$ cat src/rtl/sea_battle_pkg.sv
`default_nettype none
// ============================================================================
// Module      : sea_battle_pkg
// Description : Shared constants for the sea-battle front end. Holds the
//               PS/2 scan-code set 2 values the cursor controller reacts to,
//               the ship length used for placement clamping, and the
//               make-code decoder state encoding.
// Revision    : 1.0 - initial parametrised release
// ============================================================================
package sea_battle_pkg;

    // Sequence prefixes
    localparam logic [7:0] SC_EXT   = 8'hE0;
    localparam logic [7:0] SC_BRK   = 8'hF0;

    // Extended (E0-prefixed) arrow keys
    localparam logic [7:0] SC_UP    = 8'h75;
    localparam logic [7:0] SC_DOWN  = 8'h72;
    localparam logic [7:0] SC_LEFT  = 8'h6B;
    localparam logic [7:0] SC_RIGHT = 8'h74;

    // Plain WASD keys
    localparam logic [7:0] SC_W     = 8'h1D;
    localparam logic [7:0] SC_A     = 8'h1C;
    localparam logic [7:0] SC_S     = 8'h1B;
    localparam logic [7:0] SC_D     = 8'h23;

    // Action keys
    localparam logic [7:0] SC_ENTER = 8'h5A;
    localparam logic [7:0] SC_SPACE = 8'h29;

    // Length of the ship being placed, in cells
    localparam int SHIP_LEN = 4;

    // Make-code decoder states
    typedef enum logic [1:0] {
        ST_IDLE    = 2'd0,
        ST_EXT     = 2'd1,
        ST_BRK     = 2'd2,
        ST_EXT_BRK = 2'd3
    } dec_state_e;

endpackage
`default_nettype wire

$ cat src/rtl/ps2_make_decoder.sv
`default_nettype none
// ============================================================================
// Module      : ps2_make_decoder
// Description : Tracks PS/2 set-2 make / break / E0-extended sequences and
//               turns completed make codes into single-cycle action pulses.
//               Pulses are decoded from the current state and the incoming
//               byte so the consumer can update in the very next cycle.
// Revision    : 1.0 - initial parametrised release
// ============================================================================
module ps2_make_decoder
    import sea_battle_pkg::*;
(
    input  logic       clk,
    input  logic       sys_nrst,
    input  logic [7:0] key_code_i,
    input  logic       key_valid_i,
    output logic       move_up_o,
    output logic       move_down_o,
    output logic       move_left_o,
    output logic       move_right_o,
    output logic       fire_req_o,
    output logic       rotate_req_o
);

    dec_state_e state_q;

    logic make_plain;
    logic make_ext;

    // Sequence tracker: prefixes steer the state, everything else returns to IDLE
    always_ff @(posedge clk or negedge sys_nrst) begin
        if (!sys_nrst) begin
            state_q <= ST_IDLE;
        end else if (key_valid_i) begin
            case (state_q)
                ST_IDLE: begin
                    if (key_code_i == SC_EXT) begin
                        state_q <= ST_EXT;
                    end else if (key_code_i == SC_BRK) begin
                        state_q <= ST_BRK;
                    end
                end
                ST_EXT: begin
                    state_q <= (key_code_i == SC_BRK) ? ST_EXT_BRK : ST_IDLE;
                end
                default: begin
                    // Byte following a break prefix is released key; swallow it
                    state_q <= ST_IDLE;
                end
            endcase
        end
    end

    // A make code completes on a non-prefix byte in IDLE (plain) or EXT (extended)
    always_comb begin
        make_plain   = key_valid_i && (state_q == ST_IDLE)
                       && (key_code_i != SC_EXT) && (key_code_i != SC_BRK);
        make_ext     = key_valid_i && (state_q == ST_EXT) && (key_code_i != SC_BRK);

        move_up_o    = (make_ext && key_code_i == SC_UP)    || (make_plain && key_code_i == SC_W);
        move_down_o  = (make_ext && key_code_i == SC_DOWN)  || (make_plain && key_code_i == SC_S);
        move_left_o  = (make_ext && key_code_i == SC_LEFT)  || (make_plain && key_code_i == SC_A);
        move_right_o = (make_ext && key_code_i == SC_RIGHT) || (make_plain && key_code_i == SC_D);
        fire_req_o   = make_plain && (key_code_i == SC_ENTER);
        rotate_req_o = make_plain && (key_code_i == SC_SPACE);
    end

endmodule
`default_nettype wire

$ cat src/rtl/grid_cursor_ctrl.sv
`default_nettype none
// ============================================================================
// Module      : grid_cursor_ctrl
// Description : Cursor controller between the PS/2 byte receiver and the VGA
//               renderer. Moves a cell cursor over a GRID_W x GRID_H board
//               (clamp or wrap at the edges), derives the registered pixel
//               position, and raises a valid/ready fire request on Enter.
//               Optional feature macro GRID_CURSOR_ORIENT_EN: adds the orient
//               output, Space toggles it, and the cursor is kept where a
//               SHIP_LEN ship fits in the current orientation.
// Revision    : 1.0 - initial parametrised release
// ============================================================================
module grid_cursor_ctrl
    import sea_battle_pkg::*;
#(
    parameter  int GRID_W   = 10,
    parameter  int GRID_H   = 10,
    parameter  int CELL_PX  = 32,
    parameter  int ORIGIN_X = 160,
    parameter  int ORIGIN_Y = 80,
    parameter  int WRAP     = 0,
    localparam int CXW      = $clog2(GRID_W),
    localparam int CYW      = $clog2(GRID_H)
)
(
    input  logic           clk,
    input  logic           sys_nrst,
    input  logic [7:0]     key_code,
    input  logic           key_valid,
    output logic [CXW-1:0] cell_x,
    output logic [CYW-1:0] cell_y,
    output logic [9:0]     cursor_x,
    output logic [9:0]     cursor_y,
    output logic           fire_valid,
    output logic [CXW-1:0] fire_x,
    output logic [CYW-1:0] fire_y,
`ifdef GRID_CURSOR_ORIENT_EN
    output logic           orient,
`endif
    input  logic           fire_ready
);

    localparam logic [CXW-1:0] X_ONE      = CXW'(1);
    localparam logic [CYW-1:0] Y_ONE      = CYW'(1);
    localparam logic [CXW-1:0] X_MAX_FULL = CXW'(GRID_W - 1);
    localparam logic [CYW-1:0] Y_MAX_FULL = CYW'(GRID_H - 1);
`ifdef GRID_CURSOR_ORIENT_EN
    localparam logic [CXW-1:0] X_MAX_SHIP = CXW'(GRID_W - SHIP_LEN);
    localparam logic [CYW-1:0] Y_MAX_SHIP = CYW'(GRID_H - SHIP_LEN);
`endif

    logic move_up, move_down, move_left, move_right;
    logic fire_req, rotate_req;

    logic [CXW-1:0] cell_x_q, cell_x_d;
    logic [CYW-1:0] cell_y_q, cell_y_d;
    logic [CXW-1:0] x_max;
    logic [CYW-1:0] y_max;
    logic [9:0]     cursor_x_q, cursor_y_q;
    logic           fire_valid_q;
    logic [CXW-1:0] fire_x_q;
    logic [CYW-1:0] fire_y_q;

    ps2_make_decoder u_decoder (
        .clk          (clk),
        .sys_nrst     (sys_nrst),
        .key_code_i   (key_code),
        .key_valid_i  (key_valid),
        .move_up_o    (move_up),
        .move_down_o  (move_down),
        .move_left_o  (move_left),
        .move_right_o (move_right),
        .fire_req_o   (fire_req),
        .rotate_req_o (rotate_req)
    );

`ifdef GRID_CURSOR_ORIENT_EN
    logic orient_q;

    // Space flips the ship orientation
    always_ff @(posedge clk or negedge sys_nrst) begin
        if (!sys_nrst) begin
            orient_q <= 1'b0;
        end else if (rotate_req) begin
            orient_q <= ~orient_q;
        end
    end

    assign orient = orient_q;

    // Reachable limits shrink along the ship axis so the whole ship fits
    always_comb begin
        x_max = X_MAX_FULL;
        y_max = Y_MAX_FULL;
        if (!orient_q) begin
            x_max = X_MAX_SHIP;
        end else begin
            y_max = Y_MAX_SHIP;
        end
    end
`else
    logic unused_rotate;
    assign unused_rotate = rotate_req;

    // Whole grid reachable
    always_comb begin
        x_max = X_MAX_FULL;
        y_max = Y_MAX_FULL;
    end
`endif

    // Next cell: pull back inside a shrunk limit first, else apply a move with
    // explicit limit compares (GRID_W/H need not be powers of two)
    always_comb begin
        cell_x_d = cell_x_q;
        cell_y_d = cell_y_q;

        if (cell_x_q > x_max) begin
            cell_x_d = x_max;
        end else if (move_left) begin
            if (cell_x_q == '0) begin
                if (WRAP != 0) cell_x_d = x_max;
            end else begin
                cell_x_d = cell_x_q - X_ONE;
            end
        end else if (move_right) begin
            if (cell_x_q >= x_max) begin
                if (WRAP != 0) cell_x_d = '0;
            end else begin
                cell_x_d = cell_x_q + X_ONE;
            end
        end

        if (cell_y_q > y_max) begin
            cell_y_d = y_max;
        end else if (move_up) begin
            if (cell_y_q == '0) begin
                if (WRAP != 0) cell_y_d = y_max;
            end else begin
                cell_y_d = cell_y_q - Y_ONE;
            end
        end else if (move_down) begin
            if (cell_y_q >= y_max) begin
                if (WRAP != 0) cell_y_d = '0;
            end else begin
                cell_y_d = cell_y_q + Y_ONE;
            end
        end
    end

    // Cell registers
    always_ff @(posedge clk or negedge sys_nrst) begin
        if (!sys_nrst) begin
            cell_x_q <= '0;
            cell_y_q <= '0;
        end else begin
            cell_x_q <= cell_x_d;
            cell_y_q <= cell_y_d;
        end
    end

    // Pixel position trails the cell by one cycle; 10-bit truncation is intended
    always_ff @(posedge clk or negedge sys_nrst) begin
        if (!sys_nrst) begin
            cursor_x_q <= 10'(ORIGIN_X);
            cursor_y_q <= 10'(ORIGIN_Y);
        end else begin
            cursor_x_q <= 10'(ORIGIN_X + int'(cell_x_q) * CELL_PX);
            cursor_y_q <= 10'(ORIGIN_Y + int'(cell_y_q) * CELL_PX);
        end
    end

    // Fire request: latch the cell on Enter, hold until accepted; Enter while
    // pending (including the accept cycle) is dropped
    always_ff @(posedge clk or negedge sys_nrst) begin
        if (!sys_nrst) begin
            fire_valid_q <= 1'b0;
            fire_x_q     <= '0;
            fire_y_q     <= '0;
        end else if (fire_valid_q) begin
            if (fire_ready) begin
                fire_valid_q <= 1'b0;
            end
        end else if (fire_req) begin
            fire_valid_q <= 1'b1;
            fire_x_q     <= cell_x_q;
            fire_y_q     <= cell_y_q;
        end
    end

    assign cell_x     = cell_x_q;
    assign cell_y     = cell_y_q;
    assign cursor_x   = cursor_x_q;
    assign cursor_y   = cursor_y_q;
    assign fire_valid = fire_valid_q;
    assign fire_x     = fire_x_q;
    assign fire_y     = fire_y_q;

endmodule
`default_nettype wire

$ cat config.mk
export PLATFORM = sky130hd
export DESIGN_NAME = grid_cursor_ctrl
export DESIGN_NICKNAME = d
export VERILOG_FILES = /design/src/rtl/sea_battle_pkg.sv /design/src/rtl/ps2_make_decoder.sv /design/src/rtl/grid_cursor_ctrl.sv
export SDC_FILE = /design/constraint.sdc
export NUM_CORES = 1
export LEC_CHECK = 0
export BUFFER_PORTS_ARGS = -buffer_cell sky130_fd_sc_hd__buf_2
export CORE_MARGIN = 4
export CORE_UTILIZATION = 25
export DETAILED_ROUTE_END_ITERATION = 10
export PLACE_DENSITY = 0.55
export SKIP_CTS_REPAIR_TIMING = 1
export SKIP_LAST_GASP = 1
export SLEW_MARGIN = 10
export SYNTH_ARGS = -nofsm -noshare
export SYNTH_HDL_FRONTEND = slang
export SYNTH_SLANG_ARGS = --single-unit
export TNS_END_PERCENT = 5
$ cat constraint.sdc
create_clock -name clk -period 7.25 [get_ports clk]
set_clock_uncertainty 0.1 [all_clocks]
set_input_delay 0.725 -clock clk [delete_from_list [all_inputs] [get_ports clk]]
set_output_delay 0.725 -clock clk [all_outputs]
set_load 0.01 [all_outputs]
* After elaboration in Yosys (flattened, before gate mapping)
Cells that the tools add are included. Widths: inputs -> output; s select.
Storage, ports and cells: register bits after elaboration 39, bits of input ports 12, output and inout port bits 37, word-level logic and storage cells 82
Cells by class: $add $sub $neg 6, magnitude comparators 4, eq/ne operators 19, multiplexer cells 17, bitwise logic cells 1, reductions and logical operators 27
Operator list (number):
- $eq 8x7->1 const B | 5
- $mux 4 | 10
- $eq 8x5->1 const B | 3
- $eq 8x8->1 const B | 2
- $ne 8x8->1 const B | 2
- $logic_and 1x1->1 | 14
- $ne 3x3->1 const B | 4
- $add 7x9->10 const A | 1
- $add 8x9->10 const A | 1
- $add 4x1->4 const B | 2
- $eq 8x6->1 const B | 1
- $ge 4x4->1 const B | 2
- $gt 4x4->1 const B | 2
- $logic_not 4->1 | 2
- $sub 4x1->4 const B | 2
- $mux 2 | 3
- $reduce_and 3->1 | 2
- $reduce_bool 3->1 | 2
- $logic_or 1x1->1 | 4
- $pmux 2 s2 | 1
- $reduce_and 2->1 | 2
- $mux 1 | 3
- $ne 3x1->1 const B | 1
- $eq 2x1->1 const B | 1
- 2 further kinds | 2

* Logic depth before layout (Yosys ltp)
depth in word-level cells 9, gate-level depth with buffers 10, mapped depth without buffers 10

* Hierarchy
From an unflattened synthesis, not the netlist that was laid out.
Second synthesis, totals: cell total of the unflattened synthesis 167, area, all modules 1717.9 sq um
Modules (own cells, without submodules):
- grid_cursor_ctrl | instances 1, cells an instance 123, area an instance 1403.8 sq um
- ps2_make_decoder | instances 1, cells an instance 44, area an instance 314.1 sq um

* Worst setup path after synthesis
No wires, ideal clock.
kind input -> register, start point input port key_code[7], end point register cell_y_q[3], in the netlist cell_y[3], setup time 128 ps, data arrival time 2401 ps, required time 7022 ps, slack 4621 ps, stages 9, buffers on the path 0, cells stage by stage and4b_4 nand3_4 a21oi_4 ha_1 a21o_1 a21oi_1 xor2_1 nor2_1 mux2_1
On the way: cells in the longest elaborated chain, start to end 7
RTL lines:
- from (decl) | RTL line grid_cursor_ctrl.sv:28 | input logic [7:0] key_code,
- $ne 8x8->1 | RTL line ps2_make_decoder.sv:57 | && (key_code_i != SC_EXT) && (key_code_i != SC_BRK);
- $logic_and 1x1->1 (2 in series) | RTL line ps2_make_decoder.sv:57
- $logic_and 1x1->1 (on tied branches) | RTL line ps2_make_decoder.sv:60, ps2_make_decoder.sv:61
- $logic_or 1x1->1 (on tied branches) | RTL line ps2_make_decoder.sv:60, ps2_make_decoder.sv:61
- $ne 3x3->1 (no source line) (tied with other cells)
- $reduce_and 3->1 (no source line) / $mux 4 (equally long branches)
- to (signal assigned) | RTL line grid_cursor_ctrl.sv:158 | cell_y_q <= cell_y_d;
- to (decl) | RTL line grid_cursor_ctrl.sv:56 | logic [CYW-1:0] cell_y_q, cell_y_d;
Parallel ways exist; a longest one is shown, timed or not. A chain may end at the register's enable or synchronous reset.

* Final worst setup path
start point input port key_code[7], end point register cell_x_q[3], in the netlist cell_x[3]
On the way: cells in the longest elaborated chain, start to end 7
RTL lines:
- $ne 8x8->1 | RTL line ps2_make_decoder.sv:57
- $logic_and 1x1->1 (2 in series) | RTL line ps2_make_decoder.sv:57
- $logic_and 1x1->1 (on tied branches) | RTL line ps2_make_decoder.sv:62, ps2_make_decoder.sv:63
- $logic_or 1x1->1 (on tied branches) | RTL line ps2_make_decoder.sv:62, ps2_make_decoder.sv:63
- $ne 3x3->1 (no source line) (tied with other cells)
- $reduce_and 3->1 (no source line) / $mux 4 (equally long branches)
- to (signal assigned) | RTL line grid_cursor_ctrl.sv:157 | cell_x_q <= cell_x_d;
- to (decl) | RTL line grid_cursor_ctrl.sv:55 | logic [CXW-1:0] cell_x_q, cell_x_d;
Parallel ways exist; a longest one is shown, timed or not.

==> flow_metrics.env <==
export IMPL_status="complete, no violations"
export IMPL_core_mm2=0.00679
export IMPL_cts_sinks=29
export IMPL_die_width_um=91.9
export IMPL_crit_cells=11
export IMPL_hold_class="in -> async"
export IMPL_cp_end_kind="register"
export IMPL_combPwrFrac_pct=14.4
export IMPL_antenna_left=0
export IMPL_seq_power_share_pct=44.3
export IMPL_grt_overflow_total=0
export IMPL_powerDensity_mw_per_mm2=199
export IMPL_grt_pass1_wl_mm=6.13
export IMPL_dp_cells=294
export IMPL_swShare_pct=26.5
export IMPL_power_total_mw=0.421
export IMPL_grt_usage_pct=9.05
export IMPL_clk_transition_reported_paths_ns=0.07
export IMPL_synth_compound_area_share_pct=15.2
export IMPL_syn_inst=167
export IMPL_ys_top_cells_by_count="dfrtp_1 (26), nand2_1 (13), buf_4 (11)"
export IMPL_wirelength_mm=3.72
export IMPL_start_kind="primary input"
export IMPL_reg2reg_depth=10
export IMPL_ys_flop_type="dfrtp_1"
export IMPL_cp_data_arrival_time_ns=2.77
export IMPL_min_period_over_period_pct=36.8
export IMPL_critPathKind="in -> reg"
export IMPL_yosys_warnings=0
export IMPL_rsz0062_at_grt="no"
export IMPL_final_setup_viol_count=0
export IMPL_final_max_slew_violation_count=0
export IMPL_fp_dieH_um=91.9
export IMPL_synthArstFlopShare_pct=100
export IMPL_crit_buf_inv=1
export IMPL_remaining_drc_errors=0
export IMPL_ir_drop_mv=0.0603
export IMPL_synth_cell_types=49
export IMPL_p_int_mw=0.310
export IMPL_fin_nets=228
export IMPL_cts_inserted_buffers=5
export IMPL_power_frac_clock_pct=41.3
export IMPL_num_rows=30
export IMPL_synth_adder_area_share_pct=8.68
export IMPL_tritoncts="yes"
export IMPL_switchingPower_mw=0.111
export IMPL_htreeDepth=2
export IMPL_avgSynthCellArea_um2=10.5
export IMPL_synth_most_common_cell="dfrtp_1"
export IMPL_antenna_found_initial=0
export IMPL_drv_cap=0
export IMPL_ys_ff_latch=29
export IMPL_drt_iter0_markers=40
export IMPL_slowest_stage="and4b_4"
export IMPL_insertion_delay_ns=0.27
export IMPL_cts_buffer_depth=2
export IMPL_die_area_mm2=0.00844
export IMPL_fin_util_pct=31.2
export IMPL_synth_top_cell_area_share_pct=37.0
export IMPL_fin_tns_setup_ns=0
export IMPL_fin_crit_ns=2.67
export IMPL_clockRootBuffer="clkbuf_8"
export IMPL_crit_required_ns=7.35
export IMPL_gp_congestion=0.725
export IMPL_yosysSeqAreaShare_pct=41.5
export IMPL_hold_violations=0
export IMPL_vias=1324
export IMPL_synth_simple_gate_area_share_pct=18.1
export IMPL_fmax_mhz=375
export IMPL_first_pass_iters=4
export IMPL_synthesis_area_mm2=0.00176
export IMPL_p_leak_nw=1.05
export IMPL_routedWlPerCell_um=12.3
export IMPL_synth_area_leaders="dfrtp_1 (37%), ha_1 (6.4%), mux2_1 (5.8%), buf_4 (4.7%), dfstp_2 (4.5%)"
export IMPL_grt_max_degree=30
export IMPL_ios=49
export IMPL_critical_path_top_delay_family="compound AO/OA/AOI/OAI gates"
export IMPL_tightestPinTransition_ns=0.655
export IMPL_syn2layout_area_growth_pct=20.6
export IMPL_relSlewSlack_pct=56.4
export IMPL_synth_edf_count=0
export IMPL_synth_top_family_by_area="simple AND/OR/NAND/NOR gates"
export IMPL_initial_core_util_pct=25.9
export IMPL_cp_max_fo=11
export IMPL_max_stage_delay_ns=0.36
export IMPL_diodes=0
export IMPL_instances_no_fill=302
export IMPL_grt_pass1_vias=1224
export IMPL_drive_gt1_share_pct=28.2
export IMPL_vias_per_cell=4.38
export IMPL_hpwl_mm=2.82
export IMPL_synthXorXnorAreaFrac_pct=2.99
export IMPL_synthMuxAreaShare_pct=5.77
export IMPL_worstPathCellList="buf_2 > and4b_4 > nand2_1 > o21ai_4 > ha_1 > a21o_1 > a21oi_1 > nor2_1 > a22oi_1 > nor2_1 > a21oi_1"
export IMPL_synth_top_cell_by_area="dfrtp_1"
export IMPL_placement_io_buffers=38
## registers in the layout, indices dropped and copies added (netlist names)
signal	flops
cursor_x	5
cursor_y	5
cell_x	4
cell_y	4
fire_x	4
fire_y	4
u_decoder.state_q	2
fire_valid	1
## power by group through the flow
stage | Sequential, mW | Clock, mW | Combinational, mW
final | 0.187 | 0.174 | 0.0606
after global placement | 0.190 | 0 | 0.0611
after detailed placement | 0.190 | 0 | 0.0616
after global routing | 0.189 | 0.187 | 0.0693
after floorplan | 0.191 | 0 | 0.0345
after CTS | 0.187 | 0.180 | 0.0618
## layer usage
layer  global-route usage [%]  share of wire, %
met5                        0                 0
met4                     2.60              0.65
met3                     3.04               5.0
met2                     14.5                48
met1                     11.6                46
## final cells by class
class	count	area, µm²
fill	709	4670
clock buffer	6	82.6
multi-input combinational	123	930
sequential	29	729
timing repair buffer	38	190
tap	96	120
clock inverter	2	37.5
inverter	8	30.0
## path summary, 6_finish.rpt
kind                                           start           to  slack, ns
worst max-delay path                     key_code[7]    cell_x[3]       4.58
worst min-delay path                        sys_nrst    fire_x[3]       0.37
worst max register to register  u_decoder.state_q[0]    cell_x[3]       4.74
worst min register to register             fire_x[0]    fire_x[0]       0.38
max in group asynchronous                   sys_nrst  cursor_x[6]       6.24
min in group clk                           fire_x[0]    fire_x[0]       0.38
## layout by cell type, fill, tap and decap left out, drive strengths merged, types with 2 or more instances in the layout
| cell | count |
|---|---|
| buf | 38 |
| dfrtp | 26 |
| nand2 | 14 |
| nor2 | 10 |
| conb | 10 |
| mux2 | 9 |
| ha | 9 |
| a21oi | 9 |
| inv | 8 |
| clkbuf | 6 |
| nand3 | 6 |
| o21ai | 5 |
| nor2b | 4 |
| nor3 | 4 |
| o31ai | 4 |
| xnor2 | 3 |
| o21a | 3 |
| xor2 | 3 |
| a21o | 3 |
| dfstp | 3 |
| nor3b | 3 |
| and3 | 2 |
| and4bb | 2 |
| fa | 2 |
| and4b | 2 |
| a32oi | 2 |
## through the flow
step	instance area [µm²]	hold WS, ns	setup WS [ns]
5_1_grt	2120	0.396	4.40
2_1_floorplan	1790	0.329	4.62
3_3_place_gp	2000	0.364	4.32
6_report	2120	0.374	4.58
4_1_cts	2120	0.383	4.59
3_5_place_dp	2000	0.369	4.28
## kinds of logic after synthesis
kind of cell	count (synthesis)
other	2
multiplexers	9
flip-flops	29
AND/OR/NAND/NOR	52
AO/OA/AOI/OAI	35
buffers and inverters	23
XOR/XNOR	6
adder cells (fa/ha/maj)	11
No activity file was read; power rests on OpenSTA's default activity.
